--- src/rtl/spi_packet_tx.sv ---
// spi_packet_tx: SPI mode-0 master that encodes two-byte paint-link packets
// (configuration or cursor position) and shifts them out MSB first.
module spi_packet_tx #(
  parameter int unsigned CLK_DIV    = 4,
  parameter int unsigned GAP_CYCLES = 8
) (
  input  logic       clk,
  input  logic       reset,
  input  logic       req_valid,
  output logic       req_ready,
  input  logic       req_conf,
  input  logic       brush,
  input  logic [2:0] color,
  input  logic [7:0] x,
  input  logic [7:0] y,
  output logic       sck,
  output logic       cs_n,
  output logic       mosi,
  output logic       busy,
  output logic       done,
  output logic       x_clamped
);

  localparam int unsigned HW = $clog2(CLK_DIV + 1);
  localparam int unsigned GW = $clog2(GAP_CYCLES + 1);

  typedef enum logic [1:0] {IDLE, SETUP, SHIFT, GAP} state_e;

  state_e          state_q, state_d;
  logic [HW-1:0]   half_q, half_d;
  logic [GW-1:0]   gap_q, gap_d;
  logic [3:0]      bit_q, bit_d;
  logic [14:0]     shreg_q, shreg_d;
  logic            sck_q, sck_d;
  logic            cs_n_q, cs_n_d;
  logic            mosi_q, mosi_d;
  logic            busy_q, busy_d;
  logic            done_q, done_d;
  logic            clamp_q, clamp_d;
  logic            ready_q, ready_d;

  logic [15:0]     word_c;
  logic            clamp_c;
  logic            half_end_c;

  // Packet encoding; x values colliding with the config prefix are clamped.
  always_comb begin
    clamp_c = !req_conf && (x >= 8'hE0);
    if (req_conf) begin
      word_c = {3'b111, brush, 1'b0, color, 8'h00};
    end else begin
      word_c = {(clamp_c ? 8'hDF : x), y};
    end
  end

  assign half_end_c = (half_q == HW'(CLK_DIV - 1));

  // Next-state and registered-output logic.
  always_comb begin
    state_d = state_q;
    half_d  = half_q;
    gap_d   = gap_q;
    bit_d   = bit_q;
    shreg_d = shreg_q;
    sck_d   = sck_q;
    cs_n_d  = cs_n_q;
    mosi_d  = mosi_q;
    clamp_d = clamp_q;
    done_d  = 1'b0;

    unique case (state_q)
      IDLE: begin
        if (req_valid) begin
          state_d = SETUP;
          cs_n_d  = 1'b0;
          mosi_d  = word_c[15];
          shreg_d = word_c[14:0];
          clamp_d = clamp_c;
          half_d  = '0;
          bit_d   = '0;
        end
      end
      SETUP: begin
        if (half_end_c) begin
          half_d  = '0;
          sck_d   = 1'b1;
          state_d = SHIFT;
        end else begin
          half_d = half_q + HW'(1);
        end
      end
      SHIFT: begin
        if (!half_end_c) begin
          half_d = half_q + HW'(1);
        end else begin
          half_d = '0;
          if (sck_q) begin
            // Falling edge: advance to the next bit, or hold bit0 after the last.
            sck_d = 1'b0;
            if (bit_q != 4'd15) begin
              mosi_d  = shreg_q[14];
              shreg_d = {shreg_q[13:0], 1'b0};
            end
          end else if (bit_q == 4'd15) begin
            // End of trailing hold: release the frame.
            state_d = GAP;
            cs_n_d  = 1'b1;
            mosi_d  = 1'b0;
            done_d  = 1'b1;
            gap_d   = '0;
          end else begin
            sck_d = 1'b1;
            bit_d = bit_q + 4'd1;
          end
        end
      end
      GAP: begin
        if (gap_q == GW'(GAP_CYCLES - 1)) begin
          state_d = IDLE;
          clamp_d = 1'b0;
        end else begin
          gap_d = gap_q + GW'(1);
        end
      end
      default: state_d = IDLE;
    endcase

    ready_d = (state_d == IDLE);
    busy_d  = (state_d != IDLE);
  end

  // State and output registers.
  always_ff @(posedge clk or posedge reset) begin
    if (reset) begin
      state_q <= IDLE;
      half_q  <= '0;
      gap_q   <= '0;
      bit_q   <= '0;
      shreg_q <= '0;
      sck_q   <= 1'b0;
      cs_n_q  <= 1'b1;
      mosi_q  <= 1'b0;
      busy_q  <= 1'b0;
      done_q  <= 1'b0;
      clamp_q <= 1'b0;
      ready_q <= 1'b1;
    end else begin
      state_q <= state_d;
      half_q  <= half_d;
      gap_q   <= gap_d;
      bit_q   <= bit_d;
      shreg_q <= shreg_d;
      sck_q   <= sck_d;
      cs_n_q  <= cs_n_d;
      mosi_q  <= mosi_d;
      busy_q  <= busy_d;
      done_q  <= done_d;
      clamp_q <= clamp_d;
      ready_q <= ready_d;
    end
  end

  assign req_ready = ready_q;
  assign sck       = sck_q;
  assign cs_n      = cs_n_q;
  assign mosi      = mosi_q;
  assign busy      = busy_q;
  assign done      = done_q;
  assign x_clamped = clamp_q;

endmodule
--- config.mk ---
export PLATFORM = sky130hd
export DESIGN_NAME = spi_packet_tx
export DESIGN_NICKNAME = d
export VERILOG_FILES = /design/src/rtl/spi_packet_tx.sv
export SDC_FILE = /design/constraint.sdc
export NUM_CORES = 1
export LEC_CHECK = 0
export BUFFER_PORTS_ARGS = -buffer_cell sky130_fd_sc_hd__buf_2
export CAP_MARGIN = 20
export CORE_ASPECT_RATIO = 1.2
export CORE_MARGIN = 2
export CORE_UTILIZATION = 30
export DETAILED_ROUTE_END_ITERATION = 12
export GPL_ROUTABILITY_DRIVEN = 0
export GPL_TIMING_DRIVEN = 0
export PLACE_DENSITY_LB_ADDON = 0.12
export RECOVER_POWER = 100
export REMOVE_ABC_BUFFERS = 1
export SLEW_MARGIN = 20
export SYNTH_ARGS = -nofsm -noshare
export SYNTH_HDL_FRONTEND = slang
export SYNTH_SLANG_ARGS = --single-unit
--- constraint.sdc ---
create_clock -name clk -period 2.62 [get_ports clk]
set_clock_uncertainty 0.1 [all_clocks]
set_input_delay 0.393 -clock clk [delete_from_list [all_inputs] [get_ports clk]]
set_output_delay 0.393 -clock clk [all_outputs]
set_load 0.01 [all_outputs]
# ---- Word-level counts from Yosys, hierarchy flattened
# Index checks and enable logic that the tools add are counted.
dict set report op_classes {
  addsub 3
  multipliers 0
  div_mod_pow 0
  magnitude_cmp 1
  eq_ne 19
  shifts 0
  n_mux 50
  bitwise 0
  n_reduce_logical 19
}
# op count
set op_table {}
lappend op_table {{15-bit two-way mux} 4}
lappend op_table {{4-bit two-way mux} 8}
lappend op_table {{15-bit one-hot mux with 2 select lines} 1}
lappend op_table {{5-bit AND reduction} 5}
lappend op_table {{2-bit != test (second input constant)} 10}
lappend op_table {{1-bit two-way mux} 19}
lappend op_table {{16-bit two-way mux} 1}
lappend op_table {{4-bit one-hot mux with 2 select lines} 2}
lappend op_table {{2-bit two-way mux} 6}
lappend op_table {{2-bit nonzero test} 6}
lappend op_table {{4-bit by 1-bit adder with 4-bit output (second input constant)} 2}
lappend op_table {{8-bit greater-or-equal comparator (second input constant)} 1}
lappend op_table {{8-bit two-way mux} 1}
lappend op_table {{1-bit one-hot mux with 2 select lines} 4}
lappend op_table {{2-bit one-hot mux with 4 select lines} 1}
lappend op_table {{3-bit two-way mux} 2}
lappend op_table {{3-bit != test (second input constant)} 2}
lappend op_table {{3-bit one-hot mux with 2 select lines} 1}
lappend op_table {{3-bit AND reduction} 2}
lappend op_table {{2-bit == test (second input constant)} 2}
lappend op_table {{4-bit by 3-bit == test with 1-bit output (second input constant)} 1}
lappend op_table {{4-bit == test (second input constant)} 1}
lappend op_table {{2-bit logical NOT} 2}
lappend op_table {{4-bit != test (second input constant)} 1}
lappend op_table {{other kinds (7)} 7}
dict set report word_totals {
  regBits 35
  latchBits 0
  ram_bits 0
  rom_bits 0
  input_bits 24
  out_inout_bits 7
  wordCells 104
  memories 0
}

# ---- Depth between registers and ports, before layout
# Gate-level depths: netlist of the first run.
dict set report logic_depth {
  ltp_word 6
  ltp_mapped 8
  mapped_depth_nobuf 6
}

# ---- Worst setup path after synthesis of the first run
# No wires, ideal clock.
dict set report synth_path {
  kind {reg-to-reg}
  startpoint {register state_q[1]}
  endpoint {register shreg_q[10]}
  setup_ps 125
  arrival_time_ps 1676
  required_ps 2395
  slack_ps 719
  path_stages_with_launch 8
  path_buffers 1
  synth_period_minus_slack_ps 1901
  cell_sequence {dfrtp_1 -> inv_1 -> ha_1 -> buf_2 -> nor2b_1 -> a211oi_4 -> nand2_4 -> mux2_4}
}
dict set report synth_between {
  elab_chain_cells 3
  word_cells_on_any_way 9
  classes_between {5 x eq/ne; 1 x mux; 3 x reduce/logical}
}
# element line
set synth_rtl {}
lappend synth_rtl {{start: declaration} 29} ;# state_e state_q, state_d;
lappend synth_rtl {{start signal: assignment} 148} ;# state_q <= state_d;
lappend synth_rtl {{2-bit == test or 2-bit logical NOT (tied branches)} 71} ;# unique case (state_q)
lappend synth_rtl {{2-bit != test (no source line) or 2-bit nonzero test (tied branches)} --}
lappend synth_rtl {{5-bit AND reduction (no source line)} --}
lappend synth_rtl {{end signal: assignment} 152} ;# shreg_q <= shreg_d;
lappend synth_rtl {{end: declaration} 33} ;# logic [14:0] shreg_q, shreg_d;
# Parallel ways exist; a longest one is shown, timed or not.
# A chain may end at the register's enable or synchronous reset.

# ---- Final worst setup path of the first run
dict set report layout_path {
  startpoint {register state_q[0]}
  endpoint {register shreg_q[12]}
}
# The elaborated chain is that of the path after synthesis.

==> impl_results.md, run 1 <==
- Layout Cells excl Fill: around 330
- Nets: 273
- Pwr Total: 2220 µW
- Commonest non-fill, non-tap cell in the layout: dfrtp_1
- Area growth, synth to finish: 18.2%
- Pin count of the biggest net entering global routing: 24
- ANT nets after route: 0
- DRT Wirelength: ~4.9 mm
- Crit path DAT: about 2.5 ns
- CP required: 2.69 ns
- Clock root buffer: clkbuf_8
- Final setup viols: 0
- Slowest stage delay, CP: 0.54 ns
- Post-synth EDFFs: 0
- Grt ovf: 0
- Final hold slack: between 0.2 and 0.25 ns
- Avg Inst Size Synth: ~9.6 µm²
- Reg2reg start: state_q[0]$_DFF_PP0_
- Fin crit share: between 90% and 100%
- IO buf count: 30
- Drt via density: between 5 and 6
- Pwr dens: just over 900 nW/µm²
- Hold crit path type: in -> reg
- Relative slew slack: ~36%
- DRT Pass-1 Iters: 4
- Post-DP HPWL: approximately 3.3 mm
- Antenna cell count: 0
- R2r worst-path depth: 7
- Worst ir drop on vdd: roughly 420 µV
- Chip Width: between 70 and 80 µm
- Crit-path cells: inv_1, ha_2, nor2_1, a211oi_4, buf_12, nand2_4, mux2_1
- Critical Path Sink: shreg_q[12]$_DFFE_PP0P_
- Share of cells above drive strength 1: 19.3%
- Crit. End Element: flop
- Post-synthesis sequential area ratio: 43.4%
- Cells after Synth: 210
- Flop2flop setup slack: between 0.2 and 0.25 ns
- Ys Warns: 0
- Core area: roughly 6500 µm²
- Top cell type's share of synthesized area: between 40% and 50%
- Cell taking the most area after synthesis: dfrtp_1
- Post-synth top flop: dfrtp_1
- Ys async rst share: 100%
- Fin. Hold Viols: 0
- Max_cap viols: 0
- Drt wl/cell: 14.9 µm
- Pin slew with the least headroom to its limit: 0.966 ns
- Post-synthesis cell type count: a little over 50
- Critical path's slowest cell: ha_2
- Worst-Skew Late Latency: 0.28 ns
- I/O pins: 31
- Critical path class: reg -> reg
- Die area: around 7400 µm²
- Antenna violations before repair: 0
- Clock sinks: 35
- Crit path time final: roughly 2.4 ns
- CTS Buf Count: 5
- CTS Buffer Depth: 2
- Critical path fanouts, max: 22
- Leakage: approximately 0.0010 µW
- Number of core rows: 32
- Dpl cells: between 300 and 400
- CTS H-tree lvls: 2
- Final Max Slew Viols: 0
- TritonCTS clock tree: done
- Number of remaining DRC errors: 0
- Crit start category: flop
- Clock transition at path regs: 0.07 ns
- Die height: around 94 µm
- Layout filler cell count: a little under 700
- Status: finished, final reports clean
- Crit. Startpoint: state_q[0]$_DFF_PP0_
- Mapped cell area: just over 2000 µm²
- Flops & latches, synth: 35
- Reg2reg end: shreg_q[12]$_DFFE_PP0P_
- Initial drt markers: 66
- Starting Density: between 30% and 40%
- Area contributors post-synth: dfrtp_1 (41%), a21oi_1 (4.4%), ha_1 (4.3%)
- F_max: 0.416 GHz
- First-pass GRT wire length: a little over 8 mm
- Most frequent cells in the layout: dfrtp_1 (33), buf_2 (23), a21oi_1 (18)
- Routed via count: approximately 1700
- Total Routing Usage GR: roughly 14%
- Vias in the first global route: ~1600
- RSZ-0062 raised after global routing: false
stage by stage:
stage,utilization [%],area [µm²],TNS [ns],setup slack [ns]
2_1_floorplan,-,1960,-3.89,-0.361
3_3_place_gp,34.2,2220,-24.65,-1.27
3_5_place_dp,35.1,2280,-3.12,-0.353
4_1_cts,37.5,2430,0,0.0584
5_1_grt,36.9,2390,0,0.0485
6_report,36.9,2390,0,0.215
cells by family (layout without fill, tap and decap cells):
group	after synthesis	count (layout)	share of synthesized area [%]
simple gates	56	56	15.1
compound gates	76	77	25.3
xor+xnor	1	1	0.432
fa+ha+maj	7	7	4.32
flops	35	35	43.4
buf+inv	25	57	5.31
mux	10	10	6.24
registers in the layout (all words and copies together), names as in the netlist, 2 cells and up:
signal,flops
shreg_q,15
bit_q,4
half_q,3
state_q,2
gap_q,4
power breakdown:
part	total [µW]	internal (µW)	switching (µW)	leakage (µW)
Sequential	876	745	131	0.000422
Combinational	936	410	526	0.000578
Clock	407	212	195	0.0000482
timing repair:
action | CTS | global route
gates cloned | 1 | 0
pin swaps | 1 | 0
gates resized for setup | 0 | 1
endpoints found under the hold margin | 7 | 0
buffers inserted | 4 | 0
hold buffers | 1 | 0
endpoints found under the setup margin | 20 | 9
cell type report:
| class | instances | area, µm² | area share (%) |
|---|---|---|---|
| sequential | 35 | 878 | 36.7 |
| clock buffer | 7 | 86.3 | 3.61 |
| clock inverter | 1 | 5.00 | 0.209 |
| tap | 85 | 106 | 4.44 |
| multi-input combinational | 151 | 1050 | 43.7 |
| inverter | 12 | 45.0 | 1.88 |
| timing repair buffer | 37 | 226 | 9.46 |
critical path, delay by kind of cell, from the launching register on:
family / cells / cell delay (ns)
AO/OA/AOI/OAI: 1 / 0.26
multiplexers: 1 / 0.35
flip-flops: 1 / 0.41
adder cells (fa/ha/maj): 1 / 0.54
AND/OR/NAND/NOR: 2 / 0.35
buffers and inverters: 2 / 0.27
synthesized netlist by cell type (5+ instances only):
cell type / number
o21ai_0: 14
mux2_4: 5
nor2b_1: 7
nor2_1: 10
nand2_1: 16
ha_1: 7
buf_2: 5
inv_1: 11
a31oi_1: 10
a22oi_1: 8
a21oi_1: 18
dfrtp_1: 33
a211oi_1: 7
worst min path at each step:
stage          depth (start not counted)                   from                      to
2_1_floorplan                          2  half_q[1]$_DFFE_PP0P_   half_q[1]$_DFFE_PP0P_
3_3_place_gp                           1       mosi$_DFFE_PP0P_        mosi$_DFFE_PP0P_
3_5_place_dp                           2                  reset  shreg_q[9]$_DFFE_PP0P_
4_1_cts                                3                   y[0]  shreg_q[0]$_DFFE_PP0P_
5_1_grt                                3                   y[0]  shreg_q[0]$_DFFE_PP0P_
6_report                               3                   y[0]  shreg_q[0]$_DFFE_PP0P_
metal layers:
metal / GRT usage, % / routed length [µm]
met1: 18.5 / 2230
met2: 24.0 / 2440
met3: 3.08 / 173
met4: 3.88 / 38
met5: 0 / 0
Power figures use the tool's default switching activity.
==> run 2: changes to the inputs <==
--- a/config.mk
+++ b/config.mk
@@ -5,8 +5,11 @@
 export SDC_FILE = /design/constraint.sdc
 export NUM_CORES = 1
 export LEC_CHECK = 0
+export ABC_AREA = 1
 export BUFFER_PORTS_ARGS = -buffer_cell sky130_fd_sc_hd__buf_2
 export CAP_MARGIN = 20
+export CELL_PAD_IN_SITES_DETAIL_PLACEMENT = 1
+export CELL_PAD_IN_SITES_GLOBAL_PLACEMENT = 1
 export CORE_ASPECT_RATIO = 1.2
 export CORE_MARGIN = 2
 export CORE_UTILIZATION = 30
==> run 2 against run 1 <==
Against the previous run:
- final cell count is 9.5% higher
- register-to-register slack better by 0.11 ns
- combinational power is 6.0% lower
- sequential share of layout area is 2.5 points higher
- clock-buffer cell count stayed put
- clock power is 1% higher
- utilization is 1.9 points lower
- critical path depth is 1 higher
- global-route usage is 0.16 points higher
- worst hold slack better by 0.022 ns
- critical path type unchanged
==> impl_results.md, run 2 <==
- Status: finished, final reports clean
- Met2 wire len: 2.36 mm (-3.4%)
- Drt via density: 4.67 (-9.0%)
- Relative slew slack: 21.6% (-14 points)
- Worst ir drop on vdd: 313 µV (-26%)
- Initial drt markers: 58 (-12%)
- ANT nets after route: 0 (unchanged)
- Ys Warns: 0 (unchanged)
- Area contributors post-synth: dfrtp_1 (42%), nand2_1 (12%), ha_1 (4.5%)
- Critical path fanouts, max: 25 (+14%)
- RSZ-0062 raised after global routing: false
- Ys async rst share: 100% (unchanged)
- Mapped cell area: 1970 µm² (-2.9%)
- CTS Buf Count: 5 (unchanged)
- I/O pins: 31 (unchanged)
- IO buf count: 30 (unchanged)
- Routed via count: 1676 (-0.42%)
- Worst hold path startpoint: y[0]
- Fin worst setup slack: 0.322 ns (+0.107 ns)
- Critical path class: reg -> reg
- Post-synth top flop: dfrtp_1
- Cells after Synth: 241 (+15%)
- Crit. End Element: flop
- Total Routing Usage GR: 14.4% (+0.16 points)
- Post-Place Worst Slack: -0.154 ns (+0.199 ns)
- Final Max Slew Viols: 0 (unchanged)
- Crit path time final: 2.30 ns (-0.107 ns)
- DRT Pass-1 Iters: 4 (unchanged)
- Drt wl/cell: 13.0 µm (-13%)
- Final Util: 35.0% (-1.9 points)
- Vias in the first global route: 1787 (+11%)
- Layout Cells excl Fill: 359 (+9.5%)
- Crit start category: flop
- Chip Width: 77.9 µm (-1.4%)
- Most frequent cells in the layout: nand2_1 (66), dfrtp_1 (33), buf_2 (24)
- Clock sinks: 35 (unchanged)
- Die height: 92.7 µm (-1.4%)
- Number of core rows: 32 (unchanged)
- Flops & latches, synth: 35 (unchanged)
- Post-synth EDFFs: 0 (unchanged)
- Top cell type's share of synthesized area: 42.0% (+1.2 points)
- Starting Density: 30.7% (-0.53 points)
- CP required: 2.72 ns (+0.03 ns)
- F_max: 0.435 GHz (+4.7%)
- CTS Buffer Depth: 2 (unchanged)
- Most common library cells after synthesis: nand2_1 (65), dfrtp_1 (33), inv_1 (20)
- Clock root buffer: clkbuf_8
- Clock transition at path regs: 0.08 ns (about the same)
- TritonCTS clock tree: done
- Core area: 6410 µm² (-1.2%)
- Crit-path cells: inv_1, ha_2, inv_2, nor2_1, nor2_2, nand2_4, nand2_1, o21ai_0
- Post-synthesis sequential area ratio: 44.7% (+1.3 points)
- Number of remaining DRC errors: 0 (unchanged)
- Regs by FF count: shreg_q x15, bit_q x4, gap_q x4
- Final setup viols: 0 (unchanged)
- Pwr dens: 956 nW/µm² (+3.2%)
- Pin count of the biggest net entering global routing: 26 (+8.3%)
- Grt ovf: 0 (unchanged)
- Share of cells above drive strength 1: 16.8% (-2.6 points)
- Reg area: 878 µm² (unchanged)
- Crit path DAT: 2.40 ns (-0.07 ns)
- Pin slew with the least headroom to its limit: 1.17 ns (+0.207 ns)
- CTS H-tree lvls: 2 (unchanged)
- Avg Inst Size Synth: 8.16 µm² (-15%)
- Slowest stage delay, CP: 0.53 ns (about the same)
- Top-count cell post-synth: nand2_1
- Biggest register: shreg_q
- Area of the multi-input gates: 917 µm² (-12%)
- Commonest non-fill, non-tap cell in the layout: nand2_1
- Max_cap viols: 0 (unchanged)
- Area growth, synth to finish: 13.9%
- Reg2reg start: state_q[0]$_DFF_PP0_
- Fin crit share: 87.7% (-4.1 points)
- Antenna violations before repair: 0 (unchanged)
- Critical path's slowest cell: ha_2
- Fin. Hold Viols: 0 (unchanged)
- Hold crit path type: in -> reg
- Crit. Startpoint: state_q[0]$_DFF_PP0_
- First-pass GRT wire length: 8.38 mm (+1.8%)
- Worst-Skew Late Latency: 0.28 ns (about the same)
- Post-synthesis cell type count: 31 (-39%)
- Layout filler cell count: 808 (+16%)
- Routed wire length on met3: 126 µm (-27%)
- Top routing layer used: met4
- Leakage: 0.00110 µW (+5.2%)
- Cell taking the most area after synthesis: dfrtp_1
- Post-DP HPWL: 3.41 mm (+4.7%)
- Nets: 304 (+11%)
- DRT met1 WL: 2.13 mm (-4.4%)
- DRT Wirelength: 4.66 mm (-4.4%)
- Largest register FFs: 15 (unchanged)
- Dpl cells: 350 (+11%)
- Die area: 7220 µm² (-2.8%)
- Antenna cell count: 0 (unchanged)
- Postcts setup bufs: 0 (-4)
==> run 2: cell type report <==
class | count | area share, %
tap | 85 | 4.75
inverter | 22 | 3.69
clock inverter | 1 | 0.223
clock buffer | 7 | 3.85
multi-input combinational | 177 | 40.9
timing repair buffer | 32 | 7.37
sequential | 35 | 39.2
==> run 2: power by group <==
part           total, µW  leakage (µW)  switching, µW  internal (µW)
combinational        880      0.000608            581            298
clock                413     0.0000482            201            212
sequential           849      0.000447            118            731
==> run 2: final timing paths <==
check / to / slack (ns) / cells past startpoint
max in group asynchronous: state_q[1]$_DFF_PP0_ / 0.43 / 4
min reg2reg: cs_n$_DFFE_PP1P_ / 0.37 / 2
max reg2reg: shreg_q[7]$_DFFE_PP0P_ / 0.32 / 8
min: shreg_q[0]$_DFFE_PP0P_ / 0.26 / 3
max: shreg_q[7]$_DFFE_PP0P_ / 0.32 / 8
min in group asynchronous: bit_q[0]$_DFFE_PP0P_ / 0.53 / 3
==> run 2: cell families (layout without fill, tap and decap cells) <==
group	Yosys count	count (layout)	synth area share (%)
XOR/XNOR	1	1	0.445
AO/OA/AOI/OAI	45	45	14.6
AND/OR/NAND/NOR	124	124	29.3
buffers and inverters	29	62	6.55
flip-flops	35	35	44.7
adder cells (fa/ha/maj)	7	7	4.45
==> run 2: metrics by stage <==
step                      total power (µW)  TNS (ns)  hold WS, ns  cell area (µm²)
after global routing                  2400         0        0.285             2240
after CTS                             2280         0        0.254             2300
after global placement                1830     -2.25        0.353             2180
after floorplan                       1580         0        0.342             1920
final                                 2140         0        0.264             2240
after detailed placement              1850     -1.84        0.246             2200
==> run 2: repair_timing <==
item,CTS,global route
hold buffers,1,0
setup endpoints to repair,19,0
hold endpoints to repair,9,0
gates resized for setup,1,0
==> run 2: metal layers <==
| layer | GRT usage, % | up-vias |
|---|---|---|
| met3 | 2.92 | 5 |
| met5 | 0 | - |
| met2 | 24.6 | 22 |
| met1 | 18.8 | 790 |
| met4 | 3.51 | 0 |
| li1 | - | 859 |
==> run 2: worst max-delay path, delay by kind of cell (launching register included) <==
kind | cells | cell delay, ns
AOI/OAI and AO/OA | 1 | 0.09
DFF | 1 | 0.42
and+or+nand+nor | 4 | 0.73
buffers and inverters | 2 | 0.34
adders and majority gates | 1 | 0.53
